[src/rtl/vm2002_if.sv]
// Front-end/back-end bus of the vending-machine core: user coins and selection,
// supplier loads, and the registered dispenser/display outputs.
interface vm2002_if;
  logic [1:0]  coins;
  logic [2:0]  buttons;
  logic        select;
  logic        valid;
  logic [2:0]  item;
  logic [3:0]  count;
  logic [7:0]  cost;
  logic [2:0]  product;
  logic [15:0] balance;
  logic [7:0]  info;
  logic [2:0]  status;

  modport master (
    output coins, buttons, select, valid, item, count, cost,
    input  product, balance, info, status
  );
  modport slave (
    input  coins, buttons, select, valid, item, count, cost,
    output product, balance, info, status
  );
endinterface

[src/rtl/vm2002.sv]
// Vending-machine controller core: 8-slot inventory, coin credit, dispense/change.
// Optional 512-cycle inactivity refund is built when VM2002_TIMEOUT_EN is defined.
module vm2002 (
  input  logic      clk,
  input  logic      hrst,
  input  logic      srst,
  vm2002_if.slave   bus
);
  typedef enum logic [1:0] {S_IDLE, S_COLLECT, S_DISPENSE, S_REFUND} state_t;

  localparam logic [2:0] ST_IDLE     = 3'd0;
  localparam logic [2:0] ST_COLLECT  = 3'd1;
  localparam logic [2:0] ST_DISPENSE = 3'd2;
  localparam logic [2:0] ST_REFUND   = 3'd3;
  localparam logic [2:0] ST_SOLDOUT  = 3'd4;
  localparam logic [2:0] ST_INSUFF   = 3'd5;

  state_t          r_state;
  logic [7:0][3:0] r_cnt;
  logic [7:0][7:0] r_cost;
  logic [15:0]     r_amount;
  logic [2:0]      r_product;
  logic [15:0]     r_balance;
  logic [7:0]      r_info;
  logic [2:0]      r_status;
`ifdef VM2002_TIMEOUT_EN
  logic [8:0]      r_timer;
`endif

  logic [15:0] w_coin;
  logic [16:0] w_sum;
  logic [15:0] w_amt;
  logic [2:0]  w_sel;

  // Credit including this cycle's coin, saturated at 16'hFFFF
  always_comb begin
    w_coin = 16'd0;
    case (bus.coins)
      2'b01:   w_coin = 16'd5;
      2'b10:   w_coin = 16'd10;
      2'b11:   w_coin = 16'd25;
      default: w_coin = 16'd0;
    endcase
    w_sum = {1'b0, r_amount} + {1'b0, w_coin};
    w_amt = w_sum[16] ? 16'hFFFF : w_sum[15:0];
    w_sel = bus.buttons;
  end

  always_ff @(posedge clk or posedge hrst) begin
    if (hrst) begin
      r_state   <= S_IDLE;
      r_cnt     <= '0;
      r_cost    <= '0;
      r_amount  <= 16'd0;
      r_product <= 3'd0;
      r_balance <= 16'd0;
      r_info    <= 8'd0;
      r_status  <= ST_IDLE;
`ifdef VM2002_TIMEOUT_EN
      r_timer   <= 9'h1FF;
`endif
    end else if (srst) begin
      r_state   <= S_IDLE;
      r_amount  <= 16'd0;
      r_product <= 3'd0;
      r_balance <= 16'd0;
      r_info    <= 8'd0;
      r_status  <= ST_IDLE;
`ifdef VM2002_TIMEOUT_EN
      r_timer   <= 9'h1FF;
`endif
    end else begin
      r_info    <= r_cost[w_sel];
      r_product <= 3'd0;
      case (r_state)
        S_IDLE: begin
          r_balance <= 16'd0;
          r_status  <= ST_IDLE;
          if (bus.valid) begin
            r_cnt[bus.item]  <= bus.count;
            r_cost[bus.item] <= bus.cost;
          end
          if (w_coin != 16'd0) begin
            r_state   <= S_COLLECT;
            r_status  <= ST_COLLECT;
            r_amount  <= w_coin;
            r_balance <= w_coin;
`ifdef VM2002_TIMEOUT_EN
            r_timer   <= 9'h1FF;
`endif
          end
        end
        S_COLLECT: begin
          if (bus.select) begin
`ifdef VM2002_TIMEOUT_EN
            r_timer <= 9'h1FF;
`endif
            if (r_cnt[w_sel] == 4'd0) begin
              r_status  <= ST_SOLDOUT;
              r_amount  <= w_amt;
              r_balance <= w_amt;
            end else if (w_amt < {8'd0, r_cost[w_sel]}) begin
              r_status  <= ST_INSUFF;
              r_amount  <= w_amt;
              r_balance <= w_amt;
            end else begin
              r_state      <= S_DISPENSE;
              r_status     <= ST_DISPENSE;
              r_product    <= w_sel;
              r_cnt[w_sel] <= r_cnt[w_sel] - 4'd1;
              r_balance    <= w_amt - {8'd0, r_cost[w_sel]};
              r_amount     <= 16'd0;
            end
          end else if (w_coin != 16'd0) begin
            r_status  <= ST_COLLECT;
            r_amount  <= w_amt;
            r_balance <= w_amt;
`ifdef VM2002_TIMEOUT_EN
            r_timer   <= 9'h1FF;
`endif
          end
`ifdef VM2002_TIMEOUT_EN
          else if (r_timer == 9'd0) begin
            r_state   <= S_REFUND;
            r_status  <= ST_REFUND;
            r_balance <= r_amount;
            r_amount  <= 16'd0;
          end else begin
            r_timer   <= r_timer - 9'd1;
            r_status  <= ST_COLLECT;
            r_balance <= r_amount;
          end
`else
          else begin
            r_status  <= ST_COLLECT;
            r_balance <= r_amount;
          end
`endif
        end
        default: begin
          // DISPENSE/REFUND hold for one cycle; coins and loads here are dropped
          r_state   <= S_IDLE;
          r_status  <= ST_IDLE;
          r_balance <= 16'd0;
        end
      endcase
    end
  end

  assign bus.product = r_product;
  assign bus.balance = r_balance;
  assign bus.info    = r_info;
  assign bus.status  = r_status;
endmodule

[src/flat_wrapper.sv]
// flat-port wrapper written by rule: the top's interface ports become plain ports
module vm2002_flat 
  (clk, hrst, srst, bus_coins, bus_buttons, bus_select, bus_valid, bus_item, bus_count, bus_cost, bus_product, bus_balance, bus_info, bus_status);
  vm2002_if bus_i ();
  input  logic clk;
  input  logic hrst;
  input  logic srst;
  input wire logic [$bits(bus_i.coins)-1:0] bus_coins;
  input wire logic [$bits(bus_i.buttons)-1:0] bus_buttons;
  input wire logic [$bits(bus_i.select)-1:0] bus_select;
  input wire logic [$bits(bus_i.valid)-1:0] bus_valid;
  input wire logic [$bits(bus_i.item)-1:0] bus_item;
  input wire logic [$bits(bus_i.count)-1:0] bus_count;
  input wire logic [$bits(bus_i.cost)-1:0] bus_cost;
  output wire logic [$bits(bus_i.product)-1:0] bus_product;
  output wire logic [$bits(bus_i.balance)-1:0] bus_balance;
  output wire logic [$bits(bus_i.info)-1:0] bus_info;
  output wire logic [$bits(bus_i.status)-1:0] bus_status;
  assign bus_i.coins = bus_coins;
  assign bus_i.buttons = bus_buttons;
  assign bus_i.select = bus_select;
  assign bus_i.valid = bus_valid;
  assign bus_i.item = bus_item;
  assign bus_i.count = bus_count;
  assign bus_i.cost = bus_cost;
  assign bus_product = bus_i.product;
  assign bus_balance = bus_i.balance;
  assign bus_info = bus_i.info;
  assign bus_status = bus_i.status;
  vm2002 u_core (.clk(clk), .hrst(hrst), .srst(srst), .bus(bus_i));
endmodule
[config.mk]
export PLATFORM = sky130hd
export DESIGN_NAME = vm2002_flat
export DESIGN_NICKNAME = d
export VERILOG_FILES = /design/src/rtl/vm2002_if.sv /design/src/rtl/vm2002.sv /design/src/flat_wrapper.sv
export SDC_FILE = /design/constraint.sdc
export NUM_CORES = 1
export LEC_CHECK = 0
export CELL_PAD_IN_SITES_DETAIL_PLACEMENT = 1
export CELL_PAD_IN_SITES_GLOBAL_PLACEMENT = 1
export CORE_MARGIN = 3
export CORE_UTILIZATION = 55
export DETAILED_ROUTE_END_ITERATION = 8
export DONT_BUFFER_PORTS = 1
export GPL_TIMING_DRIVEN = 0
export PLACE_DENSITY = 0.95
export SETUP_SLACK_MARGIN = 0.4
export SLEW_MARGIN = 20
export SYNTH_ARGS = -nofsm -noshare
export SYNTH_HDL_FRONTEND = slang
export SYNTH_SLANG_ARGS = --single-unit
[constraint.sdc]
create_clock -name clk -period 13.71 [get_ports clk]
set_input_delay 2.0565 -clock clk [delete_from_list [all_inputs] [get_ports clk]]
set_output_delay 2.0565 -clock clk [all_outputs]
set_load 0.01 [all_outputs]
==> results of run 1 <==
-- cell families after synthesis --
group | after synthesis | synth area share (%)
flops | 144 | 43.3
fa+ha+maj | 17 | 2.74
buf+inv | 68 | 3.51
xor+xnor | 20 | 2.11
mux | 112 | 15.9
simple gates | 218 | 12.9
compound gates | 226 | 19.5
-- cell usage in the layout (no fill, tap or decap), types with 4 or more instances in the layout --
master     instances
o311ai_0           4
a21oi_1           43
and2_1             5
o21ai_0           33
nor3_1             7
buf_2              8
or3_1              4
a221oi_1          19
mux2_2            84
xnor2_1           11
nand2_1           61
mux2_4            12
or2_2              5
nand2b_1           7
clkbuf_1          25
o31ai_1            4
o22ai_1           23
a22oi_1            9
clkinv_4           5
or4_1              4
o211ai_1           7
clkbuf_16         17
inv_1             21
nor2b_1           10
o21ai_1            5
buf_1              8
nand3b_1           5
mux2i_1           13
xor2_1             9
a31oi_1           12
a21o_1             7
dfrtp_1          144
a22o_1            14
and3_1             9
nor2_1            57
ha_1              15
o21a_1            13
nand3_1           24
-- worst max-delay path, stage by stage --
cell       delay [ps]
clkbuf_1          350
nor2b_1           240
ha_1              300
nor2b_1           170
o31a_4            330
o211ai_1          410
clkbuf_1          500
clkbuf_1          510
nand2_1           300
fa_1              530
a21o_1            220
a21oi_1           290
o21ai_0           210
a21oi_1           410
nand3_1           300
o31ai_2           610
nand2_1           130
a2111oi_1         690
-- worst paths after layout --
check | startpoint | endpoint | slack (ps) | cells past startpoint
worst max-delay path | bus_coins[0] | u_core.bus.balance[4] | 5380 | 18
worst min-delay path | u_core.r_cnt[10] | u_core.r_cnt[10] | 510 | 1
worst max register to register | u_core.r_amount[0] | u_core.bus.balance[4] | 7010 | 18
worst min register to register | u_core.r_cnt[10] | u_core.r_cnt[10] | 510 | 1
max in group asynchronous | hrst | u_core.r_cnt[24] | 11480 | 2
min in group asynchronous | hrst | u_core.bus.info[2] | 1430 | 1
-- layout make-up --
| class | count | area (um^2) |
|---|---|---|
| fill | 1541 | 5450 |
| multi-input combinational | 593 | 4420 |
| sequential | 144 | 3600 |
| clock buffer | 20 | 467 |
| tap | 184 | 230 |
| buffer | 46 | 209 |
| clock inverter | 12 | 149 |
| inverter | 22 | 90.1 |
| timing repair buffer | 1 | 27.5 |
-- layer usage --
| layer | up-vias | wire length (um) | GRT usage (%) |
|---|---|---|---|
| met4 | 0 | 1510 | 19.6 |
| met5 | - | 0 | 0 |
| met3 | 145 | 2510 | 8.80 |
| met2 | 462 | 14100 | 59.2 |
| met1 | 3613 | 11000 | 43.7 |
| li1 | 3035 | - | - |
-- through the flow --
stage / util [%] / hold slack, ps
2_1_floorplan: - / 460
3_5_place_dp: 58.6 / 493
5_1_grt: 62.8 / 513
3_3_place_gp: 58.4 / 484
6_report: 62.8 / 507
4_1_cts: 62.8 / 508
-- sequential cells by signal (all words and copies together) (netlist names) --
register / cells
u_core.bus.info: 8
u_core.r_cost: 64
u_core.r_state: 2
u_core.r_amount: 16
u_core.bus.product: 3
u_core.bus.status: 3
u_core.r_cnt: 32
u_core.bus.balance: 16
-- cell usage after synthesis (all sizes together), types with 3 or more instances --
cell    count  area share (%)
dfrtp     144              43
mux2       96              14
nand2      62             2.9
nor2       59             2.7
a21oi      47             3.3
o21ai      38             2.3
clkbuf     25             1.1
nand3      25             1.6
o22ai      23             1.7
inv        22            0.99
buf        21             1.4
a221oi     20             2.3
ha         15             2.3
a22o       14             1.5
mux2i      13             1.6
o21a       13             1.2
a31oi      12            0.90
xnor2      11             1.2
a22oi      10            0.96
nor2b      10            0.75
and3        9            0.68
xor2        9            0.95
o211ai      8            0.78
a21o        7            0.63
nand2b      7            0.53
nor3        7            0.42
o31ai       6            0.77
and2        5            0.38
nand3b      5            0.45
or2         5            0.38
o311ai      4            0.42
or3         4            0.30
or4         4            0.36
a211oi      3            0.27
and4        3            0.32
mux4        3            0.81
nand4       3            0.23
nor4        3            0.23
-- power breakdown --
part	leakage (nW)	switching (mW)	total (mW)	internal, mW
clock network	0.300	0.206	0.493	0.287
registers	1.88	0.0610	0.569	0.508
logic	1.88	0.221	0.374	0.153
total	4.06	0.488	1.44	0.948
==> impl_metrics.json, run 1 <==
{
  "via_count": 7255,
  "grt_pass1_vias": 7727,
  "worstPathArrival_ps": 8590,
  "period_minus_slack_ps": 8330,
  "fin_setup_tns_ps": 0,
  "finalPower_mw": 1.44,
  "tritoncts": "built",
  "routed_wl_um": 29100,
  "diodes": 0,
  "grt.overflow.total": 0,
  "grt_max_degree": 109,
  "grt_pass1_wl_um": 45100,
  "grt_usage_pct": 36.0,
  "gp_congestion": 0.962,
  "p_per_area_nw_per_um2": 156,
  "place_inst": 990,
  "maxSlewHeadroom_pct": 24.6,
  "drive_gt1_share_pct": 20.0,
  "tightestPinTransition_ps": 1130,
  "drc": 0,
  "avgRoutedWirePerCell_um": 28.5,
  "cts_hold_buf": 0,
  "min_path_type": "reg -> reg",
  "synth_ff_type": "dfrtp_1",
  "initial_core_util_pct": 56.8,
  "post-route-period-util_pct": 60.7,
  "die_x_um": 129,
  "clock_skew_ps": 11.8,
  "p_leak_nw": 4.06,
  "syn_inst": 805,
  "synthesis.area_um2": 8320,
  "setup_ws_ps": 5380,
  "dp_hpwl_um": 19600,
  "yosysWarnings": 0,
  "stdcell_count": 1022,
  "async_reset_ff_share_pct": 100,
  "ir_worst_vdd_v": 0.0000935,
  "seq_area_frac_synth_pct": 43.3,
  "cts_setup_buffers": 0,
  "crit_path_start_kind": "primary input",
  "ant_nets": 0,
  "antenna_found_initial": 0,
  "port-buffer-count": 0,
  "core_area_um2": 14600,
  "clock_latency_ps": 450,
  "die_area_um2": 16600,
  "yosys_register_bits": 144,
  "end_kind": "register",
  "cts_made_buffers": 17,
  "area_growth_pct": 10.6,
  "cap_violations": 0,
  "dieHeight_um": 129,
  "rows": 44,
  "synth-edff-count": 0,
  "viasPerCell": 7.10,
  "clk_pin_slew_ps": 60,
  "root_buffer": "clkbuf_16",
  "setup_viol": 0,
  "nNetsFinal": 867,
  "htree_levels": 4,
  "hold_violations": 0,
  "rsz0062_at_grt": "no",
  "cts.sinks": 144,
  "fin_area_um2": 9200,
  "ys_types": 76,
  "ios": 55,
  "status": "finished, final reports clean",
  "drt_iter0_markers": 804,
  "clock.fmax_ghz": 0.120,
  "critPathKind": "in -> reg",
  "placed_area_um2": 8580,
  "cts_resized": 0,
  "critical_path.max_fanout": 10,
  "avgSynthCellArea_um2": 10.3,
  "crit_required_ps": 13970,
  "syn-num-nets": 847,
  "dp_worst_setup_slack_ps": 5370,
  "clk_path_buf_depth": 2,
  "first_pass_iters": 6,
  "maxSlewViolCount": 0
}
Power figures use the tool's default switching activity.
==> run 2: changes to the inputs <==
--- a/config.mk
+++ b/config.mk
@@ -8,11 +8,11 @@
 export CELL_PAD_IN_SITES_DETAIL_PLACEMENT = 1
 export CELL_PAD_IN_SITES_GLOBAL_PLACEMENT = 1
 export CORE_MARGIN = 3
-export CORE_UTILIZATION = 55
+export CORE_UTILIZATION = 51
 export DETAILED_ROUTE_END_ITERATION = 8
 export DONT_BUFFER_PORTS = 1
 export GPL_TIMING_DRIVEN = 0
-export PLACE_DENSITY = 0.95
+export PLACE_DENSITY = 0.89
 export SETUP_SLACK_MARGIN = 0.4
 export SLEW_MARGIN = 20
 export SYNTH_ARGS = -nofsm -noshare
==> constraint.sdc (replaced) <==
create_clock -name clk -period 8.3 [get_ports clk]
set_input_delay 1.245 -clock clk [delete_from_list [all_inputs] [get_ports clk]]
set_output_delay 1.245 -clock clk [all_outputs]
set_load 0.01 [all_outputs]
==> impl_metrics.json, run 2 (synthesis gave the netlist of run 1 again) <==
{
  "grt_pass1_vias": 7724,
  "p_int_mw": 1.52,
  "tritoncts": "built",
  "p_sw_mw": 0.781,
  "stdcell_count": 1053,
  "dieHeight_um": 134,
  "via_count": 7244,
  "largest_register_ffs": 64,
  "cts.sinks": 144,
  "period_minus_slack_ps": 7280,
  "reg.largest.list": "u_core.r_cost x64, u_core.r_cnt x32",
  "grt_pass1_wl_um": 44800,
  "maxSlewHeadroom_pct": 30.2,
  "critical_path.max_fanout": 10,
  "first_pass_iters": 8,
  "hold_violations": 0,
  "ir_worst_vdd_v": 0.000179,
  "grt.overflow.total": 0,
  "avgRoutedWirePerCell_um": 27.0,
  "r2r_slack_ps": 1880,
  "status": "finished, final reports clean",
  "drc": 0,
  "place_inst": 1022,
  "p_leak_nw": 4.04,
  "post-route-period-util_pct": 87.7,
  "fin_setup_tns_ps": 0,
  "power_frac_clock_pct": 33.0,
  "drt_iter0_markers": 770,
  "ios": 55,
  "critPathKind": "in -> reg",
  "area_growth_pct": 10.5,
  "dp_hpwl_um": 19000,
  "clock_skew_ps": 11.1,
  "clk_path_buf_depth": 2,
  "end_kind": "register",
  "layout_commonest_cell": "dfrtp_1",
  "initial_core_util_pct": 52.2,
  "maxSlewViolCount": 0,
  "clk_pin_slew_ps": 60,
  "diodes": 0,
  "clock.fmax_ghz": 0.137,
  "cts_hold_buf": 0,
  "root_buffer": "clkbuf_16",
  "sw_frac_of_total_pct": 33.9,
  "dp_worst_setup_slack_ps": 824,
  "crit_required_ps": 8570,
  "cts_setup_buffers": 0,
  "multi_input_area_um2": 4430,
  "die_area_um2": 17900,
  "core_area_um2": 15900,
  "top_register": "u_core.r_cost",
  "finalPower_mw": 2.30,
  "postLayoutCoreUtil_pct": 57.6,
  "crit_path_start_kind": "primary input",
  "whs_ps": 503,
  "p_per_area_nw_per_um2": 250,
  "gp_congestion": 0.947,
  "placed_area_um2": 8620,
  "setup_ws_ps": 1020,
  "setup_viol": 0,
  "routed_wl_um": 28500,
  "combPwrFrac_pct": 26.3,
  "cap_violations": 0,
  "htree_levels": 4,
  "mostFrequentLayoutCells": "dfrtp_1 (144), mux2_2 (84), nand2_1 (61)",
  "port-buffer-count": 0,
  "grt_usage_pct": 32.5,
  "viasPerCell": 6.88,
  "fin_area_um2": 9190,
  "rsz0062_at_grt": "no",
  "n_fill_cell": 1727,
  "cts_resized": 0,
  "tightestPinTransition_ps": 1040,
  "grt_max_degree": 74,
  "worstPathArrival_ps": 7550,
  "drive_gt1_share_pct": 20.0,
  "antenna_found_initial": 0,
  "die_x_um": 134,
  "area.sequential_um2": 3600,
  "min_path_type": "reg -> reg",
  "rows": 46,
  "cts_made_buffers": 17,
  "power_frac_seq_pct": 40.7,
  "nNetsFinal": 867,
  "clock_latency_ps": 450,
  "ant_nets": 0
}
## run 2: worst max-delay path, cell delays in order
cell	delay (ps)
clkbuf_1	370
nor2b_1	240
ha_1	300
nor2b_1	190
o31a_4	350
o211ai_1	400
clkbuf_1	480
clkbuf_1	500
nand2_1	280
fa_1	510
a21o_1	210
a21oi_1	290
o21ai_0	190
a21oi_1	380
nand3_1	290
o31ai_2	590
nand2_1	140
a2111oi_1	570
## run 2: area by class of cell
class                   count  area share, %
inverters                  22          0.980
clock buffers              20           4.97
flip-flops and latches    144           39.2
multi-input cells         593           48.2
clock inverters            11           1.14
plain buffers              46           2.27
repair buffers              1          0.300
well taps                 216           2.94
## run 2: power by group through the flow
stage	logic, mW	clock network [mW]	registers, mW
final	0.605	0.760	0.936
after CTS	0.595	0.761	0.932
after global placement	0.541	0	0.922
after detailed placement	0.578	0	0.938
after floorplan	0.432	0	0.905
after global routing	0.654	0.793	0.947
## run 2: worst paths after layout
kind / from / to / cells after the start
hold / removal: u_core.r_cost[31] / u_core.r_cost[31] / 1
max in group asynchronous: hrst / u_core.r_cnt[5] / 2
setup reg to reg: u_core.r_amount[0] / u_core.bus.balance[4] / 18
hold reg to reg: u_core.r_cost[31] / u_core.r_cost[31] / 1
min in group asynchronous: hrst / u_core.bus.product[1] / 1
setup / recovery: bus_coins[0] / u_core.bus.balance[4] / 18
## run 2: routing by layer
metal / track usage, % / part of all wire [%] / up-vias
met3: 7.55 / 7.8 / 135
met1: 39.4 / 38 / 3624
met2: 54.7 / 50 / 445
met5: 0 / 0 / -
li1: - / - / 3040
met4: 15.5 / 4.9 / 0
==> run 3: changes to the inputs <==
--- a/config.mk
+++ b/config.mk
@@ -5,10 +5,11 @@
 export SDC_FILE = /design/constraint.sdc
 export NUM_CORES = 1
 export LEC_CHECK = 0
+export ABC_AREA = 1
 export CELL_PAD_IN_SITES_DETAIL_PLACEMENT = 1
 export CELL_PAD_IN_SITES_GLOBAL_PLACEMENT = 1
 export CORE_MARGIN = 3
-export CORE_UTILIZATION = 51
+export CORE_UTILIZATION = 47
 export DETAILED_ROUTE_END_ITERATION = 8
 export DONT_BUFFER_PORTS = 1
 export GPL_TIMING_DRIVEN = 0
==> impl_metrics.json, run 3 <==
{
  "status": "finished, final reports clean",
  "min-delay-start": "u_core.r_cnt[15]",
  "clock.fmax_ghz": 0.200,
  "critical_path.max_fanout": 10,
  "ys_types": 35,
  "setup_viol": 0,
  "cts_made_buffers": 17,
  "cts_hold_buf": 0,
  "diodes": 0,
  "via_count": 8199,
  "drt_iter0_markers": 641,
  "clock_skew_ps": 9.65,
  "critPathLaunch": "bus_coins[1]",
  "synth_top_area_share_pct": 43.2,
  "worstPathArrival_ps": 5330,
  "die_area_um2": 19400,
  "p_sw_mw": 0.877,
  "dp_hpwl_um": 20200,
  "power_frac_seq_pct": 39.5,
  "power_frac_clock_pct": 32.6,
  "cp_slowest_cell": "fa_1",
  "reg.largest.list": "u_core.r_cost x64, u_core.r_cnt x32",
  "rsz0062_at_grt": "no",
  "yosys_register_bits": 144,
  "cap_violations": 0,
  "cts_resized": 0,
  "crit_path_start_kind": "primary input",
  "drc": 0,
  "yosysWarnings": 0,
  "crit_required_ps": 8630,
  "clk_path_buf_depth": 2,
  "gp_congestion": 0.925,
  "r2r_start": "u_core.r_amount[0]",
  "yosys-top-cells-area": "dfrtp_1 (43%), nand2_1 (16%), nand3_1 (6.4%)",
  "placed_area_um2": 8650,
  "fin_area_um2": 9220,
  "synthesis.area_um2": 8340,
  "drive_gt1_share_pct": 6.91,
  "core_area_um2": 17400,
  "initial_core_util_pct": 48.0,
  "yosysTopAreaCell": "dfrtp_1",
  "grt_usage_pct": 28.8,
  "critPathKind": "in -> reg",
  "maxSlewHeadroom_pct": 28.7,
  "path_buf_inv": 7,
  "crit_family": "simple AND/OR/NAND/NOR gates",
  "largest_register_ffs": 64,
  "end_kind": "register",
  "combPwrFrac_pct": 27.8,
  "root_buffer": "clkbuf_16",
  "nNetsFinal": 1202,
  "max_stage_delay_ps": 460,
  "avgSynthCellArea_um2": 7.31,
  "period_minus_slack_ps": 5000,
  "syn-num-nets": 1182,
  "ant_nets": 0,
  "ir_worst_vdd_v": 0.000166,
  "synth.most_common_cell": "nand2_1",
  "p_per_area_nw_per_um2": 250,
  "routed_wl_um": 27200,
  "p_int_mw": 1.42,
  "post-route-period-util_pct": 60.3,
  "port-buffer-count": 0,
  "synth_ff_type": "dfrtp_1",
  "async_reset_ff_share_pct": 100,
  "first_pass_iters": 6,
  "htree_levels": 4,
  "synthTopCellsByCount": "nand2_1 (364), dfrtp_1 (144), inv_1 (115)",
  "syn_inst": 1140,
  "layout_commonest_cell": "nand2_1",
  "synth-edff-count": 0,
  "tritoncts": "built",
  "seq_area_frac_synth_pct": 43.2,
  "area_growth_pct": 10.6,
  "p_leak_nw": 4.73,
  "mostFrequentLayoutCells": "nand2_1 (364), dfrtp_1 (144), inv_1 (114)",
  "n_fill_cell": 2203,
  "die_x_um": 139,
  "clock_latency_ps": 440,
  "r2r_slack_ps": 3770,
  "sw_frac_of_total_pct": 38.1,
  "top_register": "u_core.r_cost",
  "cts.sinks": 144,
  "finalPower_mw": 2.30,
  "rows": 48,
  "ios": 55,
  "grt_pass1_vias": 8685,
  "fin_setup_tns_ps": 0,
  "tightestPinTransition_ps": 1060,
  "maxSlewViolCount": 0,
  "viasPerCell": 5.86,
  "min_path_type": "reg -> reg",
  "clk_pin_slew_ps": 70,
  "avgRoutedWirePerCell_um": 19.5,
  "dieHeight_um": 139,
  "grt_pass1_wl_um": 45000,
  "antenna_found_initial": 2,
  "critPathMostFrequentCell": "inv_1",
  "postLayoutCoreUtil_pct": 53.1,
  "cts_setup_buffers": 0,
  "grt_max_degree": 107,
  "grt.overflow.total": 0,
  "hold_violations": 0
}
[run 3: cell types whose count changed after synthesis, sizes merged, moves of 15 or more]
cell   delta
nand3    +86
o21ai    +58
inv     +102
mux2     -96
nand2   +313
nand4    +15
[run 3: final timing paths]
kind / to / cells after the start
max: u_core.r_cnt[28] / 26
min: u_core.r_cnt[15] / 2
max reg2reg: u_core.bus.balance[11] / 25
min reg2reg: u_core.r_cnt[15] / 2
max in group asynchronous: u_core.bus.balance[12] / 2
min in group asynchronous: u_core.bus.balance[3] / 1
[run 3: final cells by class]
type	instances	area (um^2)	area share (%)
Tap cell	225	282	3.05
Clock buffer	17	425	4.61
Inverter	128	488	5.29
Sequential cell	144	3600	39.1
Timing Repair Buffer	1	27.5	0.298
Clock inverter	15	143	1.55
Multi-Input combinational cell	834	4100	44.4
Buffer	34	158	1.71
[run 3: per-layer routing]
metal  vias to the layer above  wire, um  global-route usage, %  part of all wire [%]
met1                      4053     11300                   35.2                    42
met2                       239     13700                   50.8                    50
met5                         -        14                      0                 0.051
li1                       3824         -                      -                     -
met4                         4       789                   11.2                   2.9
met3                        79      1340                   4.90                   4.9
[run 3: kinds of logic (layout without fill, tap and decap cells)]
kind of cell	Yosys count	after routing	share of synthesized area [%]
buffers and inverters	162	195	7.65
adders and majority gates	17	17	2.73
xor gates and xnor gates	6	6	0.630
and+or+nand+nor	597	597	31.0
AOI/OAI and AO/OA	214	214	14.8
DFF	144	144	43.2
[run 3: stage by stage]
step	instances	setup WS [ps]	hold WS (ps)
2_1_floorplan	1140	3190	442
3_3_place_gp	1365	1680	455
3_5_place_dp	1366	2910	459
4_1_cts	1398	3330	474
5_1_grt	1398	2970	491
6_report	1398	3300	474
[run 3: power groups by stage]
stage	combinational, mW	sequential, mW	clock (mW)
2_1_floorplan	0.458	0.896	0
3_3_place_gp	0.594	0.914	0
3_5_place_dp	0.625	0.921	0
4_1_cts	0.636	0.909	0.758
5_1_grt	0.722	0.922	0.795
6_report	0.641	0.910	0.752
[run 3: worst reg2reg max path: cells and delay by family (launching register included)]
| family | cells | cell delay [ps] |
|---|---|---|
| DFF | 1 | 400 |
| buffers and inverters | 6 | 500 |
| and+or+nand+nor | 14 | 2070 |
| adders and majority gates | 4 | 1110 |
| AOI/OAI and AO/OA | 1 | 360 |
